File: src/rtl/rgbled_pkg.sv
// Shared types for the WS2812 frame sequencer: colour struct, FSM encoding and
// the wire-order helper used when presenting words to ws281x_drv.
package rgbled_pkg;

  typedef struct packed {
    logic [7:0] r;
    logic [7:0] g;
    logic [7:0] b;
  } rgb_t;

  typedef logic [2:0] rgbled_state_e;

  localparam rgbled_state_e StIdle  = 3'd0;
  localparam rgbled_state_e StLoad  = 3'd1;
  localparam rgbled_state_e StSend  = 3'd2;
  localparam rgbled_state_e StDrain = 3'd3;
  localparam rgbled_state_e StLatch = 3'd4;

  // WS2812 parts shift green first.
  function automatic logic [23:0] to_grb(rgb_t c);
    return {c.g, c.r, c.b};
  endfunction

endpackage

File: src/rtl/rgbled_scale.sv
// Per-channel brightness scaling, c * (brightness + 1) >> 8. Only instantiated
// when RGBLED_BRIGHTNESS_EN is defined.
module rgbled_scale
  import rgbled_pkg::*;
(
  input  rgb_t       c_i,
  input  logic [7:0] brightness_i,
  output rgb_t       c_o
);

  logic [8:0] gain;
  assign gain = {1'b0, brightness_i} + 9'd1;

  // 255 * 256 still fits in 16 bits, so the top byte is the scaled value.
  function automatic logic [7:0] scale(logic [7:0] c, logic [8:0] k);
    logic [15:0] p;
    p = 16'(c) * 16'(k);
    return p[15:8];
  endfunction

  assign c_o.r = scale(c_i.r, gain);
  assign c_o.g = scale(c_i.g, gain);
  assign c_o.b = scale(c_i.b, gain);

endmodule

File: src/rtl/rgbled_ctrl.sv
// WS2812 frame sequencer feeding ws281x_drv: snapshots per-LED colours, streams them,
// then holds the latch gap. Define RGBLED_BRIGHTNESS_EN to add brightness_i scaling.
module rgbled_ctrl
  import rgbled_pkg::*;
#(
  parameter int unsigned NumLeds       = 2,
  parameter int unsigned ClkFreq       = 25_000_000,
  parameter int unsigned LatchUs       = 80,
  parameter int unsigned RefreshCycles = 250_000
) (
  input  logic                 main_clk_buf,
  input  logic                 rst_sys_n,
  input  logic [NumLeds*24-1:0] led_rgb_i,
  input  logic                 update_i,
  input  logic                 off_i,
`ifdef RGBLED_BRIGHTNESS_EN
  input  logic [7:0]           brightness_i,
`endif
  output logic                 busy_o,
  output logic                 go_o,
  input  logic                 drv_idle_i,
  output logic [23:0]          data_o,
  output logic                 data_valid_o,
  output logic                 data_last_o,
  input  logic                 data_ack_i
);

  localparam int unsigned LatchCycles =
      32'((64'(ClkFreq) * 64'(LatchUs) + 64'd999_999) / 64'd1_000_000);
  localparam int unsigned IdxW = (NumLeds > 1) ? $clog2(NumLeds) : 1;
  localparam int unsigned RefW = $clog2(RefreshCycles + 1);
  localparam int unsigned LatW = $clog2(LatchCycles + 1);

  localparam logic [IdxW-1:0] LastIdx = IdxW'(NumLeds - 1);
  localparam logic [RefW-1:0] RefTop  = RefW'(RefreshCycles - 1);
  localparam logic [LatW-1:0] LatTop  = LatW'(LatchCycles - 1);

  rgbled_state_e   state_q, state_d;
  logic [IdxW-1:0] idx_q, idx_d;
  logic [RefW-1:0] refresh_q, refresh_d;
  logic [LatW-1:0] latch_q, latch_d;
  logic            pending_q, pending_d;
  logic            load_en;
  logic            in_send;

  rgb_t shadow_q [NumLeds];
  rgb_t snap     [NumLeds];

  for (genvar k = 0; k < NumLeds; k++) begin : g_led
    rgb_t raw;
    assign raw = off_i ? '0 : rgb_t'(led_rgb_i[24*k +: 24]);
`ifdef RGBLED_BRIGHTNESS_EN
    rgbled_scale u_scale (
      .c_i          (raw),
      .brightness_i (brightness_i),
      .c_o          (snap[k])
    );
`else
    assign snap[k] = raw;
`endif
  end

  always_comb begin
    state_d   = state_q;
    idx_d     = idx_q;
    refresh_d = refresh_q;
    latch_d   = latch_q;
    pending_d = pending_q | update_i;
    load_en   = 1'b0;
    case (state_q)
      StIdle: begin
        if (refresh_q != RefTop) refresh_d = refresh_q + 1'b1;
        if (pending_q || refresh_q == RefTop) state_d = StLoad;
      end
      StLoad: begin
        // A request landing in this very cycle still earns a follow-up frame.
        pending_d = update_i;
        refresh_d = '0;
        load_en   = 1'b1;
        idx_d     = '0;
        state_d   = StSend;
      end
      StSend: begin
        if (data_ack_i) begin
          if (idx_q == LastIdx) state_d = StDrain;
          else                  idx_d   = idx_q + 1'b1;
        end
      end
      StDrain: begin
        if (drv_idle_i) begin
          latch_d = '0;
          state_d = StLatch;
        end
      end
      StLatch: begin
        if (latch_q == LatTop) state_d = StIdle;
        else                   latch_d = latch_q + 1'b1;
      end
      default: state_d = StIdle;
    endcase
  end

  always_ff @(posedge main_clk_buf or negedge rst_sys_n) begin
    if (!rst_sys_n) begin
      state_q   <= StIdle;
      idx_q     <= '0;
      refresh_q <= '0;
      latch_q   <= '0;
      pending_q <= 1'b1;
      for (int k = 0; k < NumLeds; k++) shadow_q[k] <= '0;
    end else begin
      state_q   <= state_d;
      idx_q     <= idx_d;
      refresh_q <= refresh_d;
      latch_q   <= latch_d;
      pending_q <= pending_d;
      if (load_en) begin
        for (int k = 0; k < NumLeds; k++) shadow_q[k] <= snap[k];
      end
    end
  end

  assign in_send      = (state_q == StSend);
  assign busy_o       = (state_q != StIdle);
  assign go_o         = in_send;
  assign data_valid_o = in_send;
  assign data_last_o  = in_send && (idx_q == LastIdx);
  assign data_o       = in_send ? to_grb(shadow_q[idx_q]) : 24'h0;

endmodule

File: config.mk
export PLATFORM = sky130hd
export DESIGN_NAME = rgbled_ctrl
export DESIGN_NICKNAME = d
export VERILOG_FILES = /design/src/rtl/rgbled_pkg.sv /design/src/rtl/rgbled_scale.sv /design/src/rtl/rgbled_ctrl.sv
export SDC_FILE = /design/constraint.sdc
export NUM_CORES = 1
export LEC_CHECK = 0
export CAP_MARGIN = 5
export CORE_ASPECT_RATIO = 0.6
export CORE_MARGIN = 2
export CORE_UTILIZATION = 50
export DETAILED_ROUTE_END_ITERATION = 12
export GPL_TIMING_DRIVEN = 0
export PLACE_DENSITY = 0.86
export RECOVER_POWER = 100
export SYNTH_ARGS = -nofsm -noshare
export SYNTH_HDL_FRONTEND = slang
export SYNTH_SLANG_ARGS = --single-unit
File: constraint.sdc
create_clock -name main_clk_buf -period 3.6 [get_ports main_clk_buf]
set_clock_uncertainty 0.2 [all_clocks]
set_input_delay 0.36 -clock main_clk_buf [delete_from_list [all_inputs] [get_ports main_clk_buf]]
set_output_delay 0.36 -clock main_clk_buf [all_outputs]
set_load 0.005 [all_outputs]
==> flow_summary.html <==
<table>
<tr><th>Metric</th><th>Value</th></tr>
<tr><th colspan="2">CTS</th></tr>
<tr><td>Later-pin clock latency in the skew report</td><td>340 ps</td></tr>
<tr><td>H-tree lvl count</td><td>3</td></tr>
<tr><td>Clock slew at the register clock pins of the worst setup and hold paths</td><td>around 60 ps</td></tr>
<tr><td># clock sinks</td><td>82</td></tr>
<tr><td>Number of cells upsized or downsized after cts</td><td>0</td></tr>
<tr><td>TritonCTS clock tree</td><td>built</td></tr>
<tr><td>Max Buffers Root-to-Sink</td><td>2</td></tr>
<tr><td>Root Buffer Master</td><td>clkbuf_16</td></tr>
<tr><td>Total clock buffers created by CTS</td><td>9</td></tr>
<tr><td>Setup fix buffers added after clock tree synthesis</td><td>0</td></tr>
<tr><td>CTS hold repair buffers</td><td>1</td></tr>
<tr><th colspan="2">Placed design</th></tr>
<tr><td>Detailed-placement wirelength estimate</td><td>8.32 mm</td></tr>
<tr><td>Total cell area at the placement stage</td><td>0.00516 mm²</td></tr>
<tr><td>Final weighted congestion in routability-driven placement</td><td>~0.85</td></tr>
<tr><td>Input/output buffers</td><td>80</td></tr>
<tr><th colspan="2">STA</th></tr>
<tr><td>Share of the clock period used by the worst path</td><td>91.8%</td></tr>
<tr><td>Post-layout min period</td><td>between 3000 and 4000 ps</td></tr>
<tr><td>Final Setup Violations</td><td>0</td></tr>
<tr><td>Slew at the pin closest to its max-slew limit</td><td>1430 ps</td></tr>
<tr><td>Highest achievable clock rate</td><td>approximately 0.30 GHz</td></tr>
<tr><td>Final-report hold violation count</td><td>0</td></tr>
<tr><td>Max-slew violations</td><td>0</td></tr>
<tr><td>RSZ-0062 raised after global routing</td><td>no</td></tr>
<tr><td>Total negative slack for setup checks</td><td>0 ps</td></tr>
<tr><td>Max_slew headroom</td><td>4.98%</td></tr>
<tr><th colspan="2">Layout</th></tr>
<tr><td>Proportion of layout cells with a drive suffix above 1</td><td>3.97%</td></tr>
<tr><td>Share of the core filled with cells</td><td>67.9%</td></tr>
<tr><td>Cell area after layout</td><td>0.00544 mm²</td></tr>
<tr><td>Fill cell total of the finished layout</td><td>approximately 650</td></tr>
<tr><td>Register Area</td><td>0.00205 mm²</td></tr>
<tr><td>Total area of multi-input combinational cells</td><td>~0.002 mm²</td></tr>
<tr><td>Layout-stage area growth over the synthesis result</td><td>29.4%</td></tr>
<tr><td>Final net count</td><td>a little over 600</td></tr>
<tr><td>Antenna diode count</td><td>0</td></tr>
<tr><th colspan="2">Synth</th></tr>
<tr><td>Synthesized area per cell</td><td>9.21 µm²</td></tr>
<tr><td>Prevailing post-synth register cell</td><td>dfrtp_1</td></tr>
<tr><td>Sequential cell area fraction in the yosys report</td><td>between 40% and 50%</td></tr>
<tr><td>Cell count after synthesis</td><td>456</td></tr>
<tr><td>Post-synthesis async set-or-reset flop share</td><td>100%</td></tr>
<tr><td>Biggest area consumer among synthesized cells</td><td>dfrtp_1</td></tr>
<tr><td>Library cells used by synthesis</td><td>50</td></tr>
<tr><td>Total nets after synthesis</td><td>512</td></tr>
<tr><td>Area share of the leading cell type in the synthesized netlist</td><td>48.3%</td></tr>
<tr><td>Cell types with the largest area share after synthesis</td><td>dfrtp_1, nand2_1, nand3b_1, mux2i_1, nor2_1</td></tr>
<tr><td>Yosys Warn Count</td><td>0</td></tr>
<tr><td>Syn Std Cell Area</td><td>0.00420 mm²</td></tr>
<tr><td>#FFs+latches synth</td><td>82</td></tr>
<tr><td>EDFF count, synth</td><td>0</td></tr>
<tr><th colspan="2">Floorplan</th></tr>
<tr><td>Effective utilization at floorplan</td><td>a little over half</td></tr>
<tr><td>I/O pin count</td><td>82</td></tr>
<tr><td>Die Footprint</td><td>0.00917 mm²</td></tr>
<tr><td>Placement Rows</td><td>25</td></tr>
<tr><td>Core region area</td><td>around 0.008 mm²</td></tr>
<tr><td>Die extent in x</td><td>122 µm</td></tr>
<tr><td>Chip height</td><td>75.0 µm</td></tr>
<tr><th colspan="2">Hold path</th></tr>
<tr><td>Hold Crit Endpoint</td><td>shadow_q[0]</td></tr>
<tr><td>Hold wc startpoint</td><td>shadow_q[0]</td></tr>
<tr><td>Count of cells along the worst hold path</td><td>2</td></tr>
<tr><td>Class of the most critical hold timing path</td><td>reg -&gt; reg</td></tr>
<tr><th colspan="2">Global routing</th></tr>
<tr><td>Met1 routing resource usage after global routing</td><td>37.1%</td></tr>
<tr><td>Vias in the first global route</td><td>3,586</td></tr>
<tr><td>Final global-route overflow total</td><td>0</td></tr>
<tr><td>Antenna violations before repair</td><td>0</td></tr>
<tr><td>Most heavily used metal layer in global routing</td><td>met2</td></tr>
<tr><td>Pin count of the biggest net entering global routing</td><td>60</td></tr>
<tr><td>Global-route wire length before repair</td><td>17.8 mm</td></tr>
<tr><td>GRT Overall Usage</td><td>25.8%</td></tr>
<tr><td>Met2 track utilization from global routing</td><td>39.6%</td></tr>
<tr><td>Routing usage on met3</td><td>5.61%</td></tr>
<tr><th colspan="2">Power</th></tr>
<tr><td>Sum of internal, switching and leakage power</td><td>3860 µW</td></tr>
<tr><td>Peak VDD IR</td><td>0.348 mV</td></tr>
<tr><td>Leakage component of the power</td><td>0.00261 µW</td></tr>
<tr><td>Power density relative to cell area</td><td>710 mW/mm²</td></tr>
<tr><th colspan="2">Drt</th></tr>
<tr><td>Iteration-0 DRC count of the detailed router</td><td>386</td></tr>
<tr><td>Total wire length</td><td>between 10 and 15 mm</td></tr>
<tr><td>DRC violation count after routing</td><td>0</td></tr>
<tr><td>Post-DR vias/cell</td><td>5.71</td></tr>
<tr><td>Routed via count</td><td>3,777</td></tr>
<tr><td>Final routed wire length divided by cell count</td><td>17.3 µm</td></tr>
<tr><td>Detailed-routing iteration count for the pre-antenna-repair pass</td><td>5</td></tr>
<tr><td>Antenna viol nets, final</td><td>0</td></tr>
<tr><th colspan="2">Worst setup path</th></tr>
<tr><td>Crit-path max FO</td><td>10</td></tr>
<tr><td>Crit path kind</td><td>reg -&gt; out</td></tr>
<tr><td>Critical register-to-register path endpoint</td><td>latch_q[7]</td></tr>
<tr><td>WP data required</td><td>3040 ps</td></tr>
<tr><td>FF-to-FF Start</td><td>latch_q[6]</td></tr>
<tr><td>Data arrival at the endpoint of the critical path</td><td>2740 ps</td></tr>
<tr><td>Sort of element at the start of the critical path</td><td>flip-flop</td></tr>
<tr><td>Endpoint kind of the worst setup timing path</td><td>output pin</td></tr>
<tr><td>Depth of the most critical reg-to-reg path</td><td>4</td></tr>
<tr><td>Setup slack of the worst register-to-register path</td><td>1000 ps</td></tr>
<tr><th colspan="2">Flow run</th></tr>
<tr><td>Max-cap violations</td><td>0</td></tr>
<tr><th colspan="2">Run status</th></tr>
<tr><td>Outcome</td><td>complete, no violations</td></tr>
</table>
[flip-flops by register name, indices dropped and copies added, names as in the netlist]
| register | count |
|---|---|
| state_q | 3 |
| pending_q | 1 |
| refresh_q | 18 |
| shadow_q | 48 |
| idx_q | 1 |
| latch_q | 11 |
[metrics by stage]
stage               setup slack [ps]  cells  hold WS, ps
floorplan                       1290    456         -136
global placement                -926    644          249
detailed placement               809    645         94.9
CTS                              407    662          271
global route                     170    662          293
finish                           296    662          270
[per-layer routing]
metal	wire length (µm)	part of all wire, %
met3	692	6.0
met1	5430	47
met5	0	0
met4	104	0.91
met2	5230	46
[cell usage in the layout (no fill, tap or decap), types with 3 or more instances in the layout]
cell type,instances
nand3_1,13
nand4_1,5
clkbuf_1,29
clkdlybuf4s50_1,54
xor2_1,3
clkbuf_8,3
a21o_1,4
a31oi_1,4
dlygate4sd3_1,26
o21ai_0,7
nand2_1,119
a21oi_1,10
and3_1,4
inv_1,5
or4_1,7
and4_1,4
mux2i_1,29
o31ai_1,6
nor2_1,38
dfrtp_1,81
nor3_1,5
nand3b_1,49
clkbuf_16,9
[where the power goes]
part	internal, µW	total, µW	switching (µW)
sequential	1240	1450	216
combinational	610	1460	854
clock	574	941	367
total	2420	3860	1440
[final cells by class]
cell class              instances  area share (%)
inverters                       5           0.345
flip-flops and latches         82            37.8
multi-input cells             340            36.2
repair buffers                 82            15.3
well taps                     108            2.49
plain buffers                  29            2.26
clock buffers                  12            4.72
clock inverters                 4           0.921
[cells in the mapped netlist (2+ instances only)]
cell,instances
o31ai_1,6
nand3_1,13
or3b_2,2
nor3_1,4
or4_1,7
ha_1,2
inv_1,5
and4_1,4
a31oi_1,4
dfrtp_1,81
a21o_1,4
clkbuf_8,3
o41ai_1,2
buf_1,2
nand3b_1,49
xor2_1,3
xnor2_1,2
o21ai_0,7
mux2i_1,29
clkbuf_1,22
o22ai_1,2
and3_1,4
nand4_1,5
nand2b_1,2
nand2_1,119
o211ai_1,2
nor2_1,38
or3_1,2
a21oi_1,10
[how the worst max path moves through the flow]
stage	from	end	slack [ps]	depth (start not counted)
floorplan	refresh_q[13]	refresh_q[1]	1290	5
global placement	rst_sys_n	shadow_q[33]	-930	1
detailed placement	idx_q	data_o[8]	810	5
CTS	idx_q	data_o[8]	410	5
global route	idx_q	data_o[12]	170	5
finish	idx_q	data_o[8]	300	5
[cell families after synthesis]
group / count (synthesis) / share of synthesized area [%]
simple gates: 259 / 31.3
flops: 82 / 48.9
compound gates: 45 / 7.33
buf+inv: 34 / 3.87
mux: 29 / 6.91
xor+xnor: 5 / 1.04
fa+ha+maj: 2 / 0.596
[worst max-delay path: stages, from the launching register on]
cell and delay [ps]:
dfrtp_1 320, clkbuf_1 400, clkbuf_1 700, mux2i_1 280, nor2_1 80, dlygate4sd3_1 610
Power figures use the tool's default switching activity.
